`src/rtl/int_ctrl.sv`:
```
// Vectored interrupt controller: edge latch, mask/IF gating, fixed priority (ch0 highest).
// Ports: clk/reset, irq_in, mask_set/clr, if_set/clear, int_ack/eoi -> int_req/num/vec, status.
module int_ctrl #(
  parameter int NUM_IRQ = 8,
  parameter int VEC_W = 8,
  parameter logic [VEC_W-1:0] VEC_BASE = 8'h80,
  parameter logic [VEC_W-1:0] VEC_STRIDE = 8'h04,
  parameter bit AUTO_IF_CLR = 1'b1,
  localparam int IDX_W = (NUM_IRQ > 1) ? $clog2(NUM_IRQ) : 1
) (
  input  logic               clk,
  input  logic               reset,
  input  logic [NUM_IRQ-1:0] irq_in,
  input  logic [NUM_IRQ-1:0] mask_set,
  input  logic [NUM_IRQ-1:0] mask_clr,
  input  logic               if_set,
  input  logic               if_clear,
  input  logic               int_ack,
  input  logic               int_eoi,
  output logic               int_req,
  output logic [IDX_W-1:0]   int_num,
  output logic [VEC_W-1:0]   int_vec,
  output logic [NUM_IRQ-1:0] pending,
  output logic [NUM_IRQ-1:0] mask,
  output logic               if_out,
  output logic               in_service,
  output logic [1:0]         state
);

  typedef enum logic [1:0] {
    IDLE    = 2'd0,
    REQ     = 2'd1,
    SERVICE = 2'd2
  } state_t;

  state_t             st;
  logic [NUM_IRQ-1:0] irq_q;
  logic [NUM_IRQ-1:0] edges;
  logic [NUM_IRQ-1:0] eligible;
  logic [NUM_IRQ-1:0] clr_bits;
  logic [IDX_W-1:0]   winner;
  logic               any_elig;
  logic               accept;

  function automatic logic [VEC_W-1:0] vec_of(
    input logic [IDX_W-1:0] n
  );
    return VEC_BASE + VEC_W'(n) * VEC_STRIDE;
  endfunction

  assign state    = st;
  assign edges    = irq_in & ~irq_q;
  assign eligible = pending & mask;
  assign any_elig = |eligible;
  assign accept   = (st == REQ) && int_ack && any_elig;

  // Scan high to low so the lowest set index ends up as winner.
  always_comb begin
    winner = '0;
    for (int i = NUM_IRQ - 1; i >= 0; i--) begin
      if (eligible[i]) winner = IDX_W'(i);
    end
  end

  always_comb begin
    clr_bits = '0;
    if (accept) clr_bits[winner] = 1'b1;
  end

  always_ff @(posedge clk) begin
    if (reset) begin
      irq_q      <= '0;
      pending    <= '0;
      mask       <= '0;
      if_out     <= 1'b0;
      int_req    <= 1'b0;
      in_service <= 1'b0;
      int_num    <= '0;
      int_vec    <= '0;
      st         <= IDLE;
    end else begin
      irq_q   <= irq_in;
      // A fresh edge beats the accept-clear on the same bit.
      pending <= (pending & ~clr_bits) | edges;
      mask    <= (mask | mask_set) & ~mask_clr;

      if (if_clear)    if_out <= 1'b0;
      else if (if_set) if_out <= 1'b1;
      if (accept && AUTO_IF_CLR) if_out <= 1'b0;

      case (st)
        REQ: begin
          if (accept) begin
            st         <= SERVICE;
            int_req    <= 1'b0;
            in_service <= 1'b1;
            int_num    <= winner;
            int_vec    <= vec_of(winner);
          end else if (!any_elig || !if_out) begin
            st      <= IDLE;
            int_req <= 1'b0;
            int_num <= '0;
            int_vec <= '0;
          end else begin
            int_num <= winner;
            int_vec <= vec_of(winner);
          end
        end
        SERVICE: begin
          if (int_eoi) begin
            st         <= IDLE;
            in_service <= 1'b0;
            int_num    <= '0;
            int_vec    <= '0;
          end
        end
        default: begin
          if (if_out && any_elig) begin
            st      <= REQ;
            int_req <= 1'b1;
            int_num <= winner;
            int_vec <= vec_of(winner);
          end else begin
            st      <= IDLE;
            int_req <= 1'b0;
            int_num <= '0;
            int_vec <= '0;
          end
        end
      endcase
    end
  end

endmodule

```
`config.mk`:
```
export PLATFORM = sky130hd
export DESIGN_NAME = int_ctrl
export DESIGN_NICKNAME = d
export VERILOG_FILES = /design/src/rtl/int_ctrl.sv
export SDC_FILE = /design/constraint.sdc
export NUM_CORES = 1
export LEC_CHECK = 0
export BUFFER_PORTS_ARGS = -buffer_cell sky130_fd_sc_hd__buf_2
export CAP_MARGIN = 20
export CORE_MARGIN = 2
export CORE_UTILIZATION = 45
export CTS_BUF_LIST = sky130_fd_sc_hd__clkbuf_4 sky130_fd_sc_hd__clkbuf_8
export DETAILED_ROUTE_END_ITERATION = 8
export GPL_ROUTABILITY_DRIVEN = 0
export PLACE_DENSITY = 0.77
export SLEW_MARGIN = 10
export SYNTH_ARGS = -nofsm -noshare
export SYNTH_HDL_FRONTEND = slang
export SYNTH_SLANG_ARGS = --single-unit
export TNS_END_PERCENT = 30
```
`constraint.sdc`:
```
create_clock -name clk -period 1.9 [get_ports clk]
set_clock_uncertainty 0.1 [all_clocks]
set_input_delay 0 -clock clk [delete_from_list [all_inputs] [get_ports clk]]
set_output_delay 0 -clock clk [all_outputs]
set_load 0.005 [all_outputs]
```
==> flow_summary.json <==
{
  "max_cap_viol_count": 0,
  "synth_seq_cells": 33,
  "peakVddDrop_uv": 460,
  "die_h_um": 59.8,
  "drv_slew": 0,
  "dpl.hpwl_mm": 2.34,
  "rows": 20,
  "fillers": 234,
  "grt_pass1_wl_mm": 5.95,
  "drt_wl_total_mm": 3.46,
  "numCtsBuffers": 5,
  "seqCellArea_um2": 661,
  "drc_errors": 0,
  "grt_max_degree": 29,
  "total_power_uw": 1370,
  "wl_per_cell_um": 12.5,
  "grt-ovfl-total": 0,
  "yosys_warnings": 0,
  "tightest_slew_ns": 0.522,
  "placed_cells": 241,
  "post-cts-setup-buffer-count": 0,
  "rsz0062_at_grt": "no",
  "grt_usage_pct": 22.3,
  "synth_area_mm2": 0.00140,
  "holdPathStages": 2,
  "synth_cell_types": 34,
  "fin_cells": 277,
  "first_global_vias": 1382,
  "synth_seq_area_share_pct": 47.2,
  "multi_input_area_um2": 647,
  "io_pins": 62,
  "power_per_cell_area_mw_per_mm2": 675,
  "initial_utilization_pct": 46.6,
  "mostFrequentLayoutCells": "buf_2 (57), dfxtp_1 (33), dlygate4sd3_1 (28)",
  "cts_sinks": 33,
  "nets": 275,
  "die_w_um": 59.8,
  "start_kind": "register",
  "drt_iter0_drc": 36,
  "relSlewSlack_pct": 65.2,
  "crit_required_ns": 1.99,
  "leakagePower_uw": 0.000952,
  "layout_commonest_cell": "buf_2",
  "max_freq_mhz": 573,
  "coreArea_mm2": 0.00300,
  "area_growth_pct": 45.0,
  "antenna-diode-count": 0,
  "fin_crit_sh_pct": 91.9,
  "drive_above_1_share_pct": 30.3,
  "io_buffers": 57,
  "hold_violations": 0,
  "num_vias": 1427,
  "finalSetupViolations": 0,
  "dieArea_mm2": 0.00357,
  "status": "completed",
  "drt-vias-per-instance": 5.15,
  "critPathCaptureType": "register",
  "antenna_left": 0,
  "antenna_found_initial": 0,
  "path_max_fanout": 10,
  "min_path_type": "input port to register",
  "avgSynthCellArea_um2": 8.92,
  "clock_path_buffers": 2,
  "cts_tree": "done",
  "critical_path_class": "register to register",
  "fin_crit_ns": 1.75,
  "synthCells": 157,
  "r2r_cells": 5,
  "dr.pass1.iters": 4,
  "fin_util_pct": 67.6,
  "insertion_delay_ns": 0.33,
  "setup_tns_ns": 0,
  "clk_pin_slew_worst_paths_ns": 0.09,
  "root_buffer": "clkbuf_4",
  "arrival_ns": 1.84,
  "htree_num_levels": 2
}
cells in the mapped netlist:
| master | count | area, um^2 |
|---|---|---|
| a2111oi_2 | 1 | 15.0 |
| a21o_1 | 1 | 7.51 |
| a21oi_1 | 5 | 25.0 |
| a22o_1 | 1 | 8.76 |
| a22oi_1 | 5 | 37.5 |
| a22oi_2 | 1 | 12.5 |
| a2bb2oi_1 | 1 | 8.76 |
| a311oi_1 | 1 | 8.76 |
| a31o_1 | 1 | 8.76 |
| a31oi_1 | 1 | 6.26 |
| a32o_1 | 6 | 60.1 |
| a32oi_1 | 5 | 43.8 |
| and2_1 | 3 | 18.8 |
| and3b_2 | 1 | 10.0 |
| buf_1 | 1 | 3.75 |
| buf_2 | 1 | 5.00 |
| buf_4 | 7 | 52.6 |
| clkbuf_1 | 2 | 7.51 |
| conb_1 | 1 | 3.75 |
| dfxtp_1 | 33 | 661 |
| ha_1 | 2 | 25.0 |
| inv_1 | 11 | 41.3 |
| nand2_1 | 10 | 37.5 |
| nand2b_1 | 3 | 18.8 |
| nand3_1 | 4 | 20.0 |
| nand4_1 | 1 | 6.26 |
| nand4_2 | 1 | 12.5 |
| nor2_1 | 20 | 75.1 |
| nor2b_1 | 11 | 68.8 |
| nor3_1 | 10 | 50.1 |
| o211ai_1 | 1 | 7.51 |
| o21ai_0 | 1 | 5.00 |
| o21ai_2 | 1 | 8.76 |
| or2_1 | 3 | 18.8 |
routing by layer:
layer	vias to the layer above	GRT usage, %	part of all wire (%)
li1	713	-	-
met1	657	25.6	43
met2	51	39.0	51
met3	6	4.76	5.0
met4	0	10.8	1.6
met5	-	0	0
state kept, by name, summed over array words and instances, names as in the netlist:
| signal | flops |
|---|---|
| int_vec | 2 |
| int_num | 2 |
| state | 2 |
| if_out | 1 |
| irq_q | 8 |
| int_req | 1 |
| mask | 8 |
| pending | 8 |
| in_service | 1 |
worst paths after layout:
| kind | start | end | slack (ns) |
|---|---|---|---|
| hold / removal | reset | pending[1]$_SDFF_PP0_ | 0.03 |
| hold reg to reg | irq_q[2]$_SDFF_PP0_ | pending[2]$_SDFF_PP0_ | 0.38 |
| setup reg to reg | pending[7]$_SDFF_PP0_ | int_req$_SDFFE_PP0P_ | 0.15 |
| setup / recovery | pending[7]$_SDFF_PP0_ | int_req$_SDFFE_PP0P_ | 0.15 |
final cells by class:
cell class	count	area share (%)
multi-input combinational	105	31.9
timing repair buffer	87	28.6
tap	33	2.03
sequential	33	32.5
inverter	11	2.03
clock buffer	8	2.96
critical path, stage by stage (launching register included):
cell and delay, ns:
dfxtp_1 0.35, a22oi_1 0.32, nand4_2 0.32, and3b_2 0.30
o21ai_0 0.13, a21oi_1 0.09
power by group:
group	total, uW	leakage [uW]	internal [uW]	switching (uW)
sequential	762	0.000272	728	34.2
clock	403	0.0000368	190	213
combinational	206	0.000643	116	90.4
total	1370	0.000952	1030	337
logic make-up after synthesis:
kind of cell	after synthesis	synth area share [%]
buffers and inverters	22	7.86
other	1	0.268
AO/OA/AOI/OAI	32	18.9
adder cells (fa/ha/maj)	2	1.79
AND/OR/NAND/NOR	67	24.0
flip-flops	33	47.2
metrics by stage:
| step | area, um^2 | hold WS (ns) | worst slack, ns |
|---|---|---|---|
| 3_5_place_dp | 1680 | 0.0678 | 0.139 |
| 2_1_floorplan | 1410 | -0.0311 | 0.310 |
| 6_report | 2030 | 0.0338 | 0.154 |
| 5_1_grt | 2030 | 0.0600 | 0.0331 |
| 4_1_cts | 2020 | 0.0242 | 0.117 |
| 3_3_place_gp | 1680 | 0.0643 | 0.196 |
repair_timing:
action                                 in CTS  in global routing
endpoints found under the hold margin      27                  0
gates resized for setup                     0                  2
setup endpoints to repair                   0                  2
hold buffers                               28                  0
(Power assumes the default switching activity.)
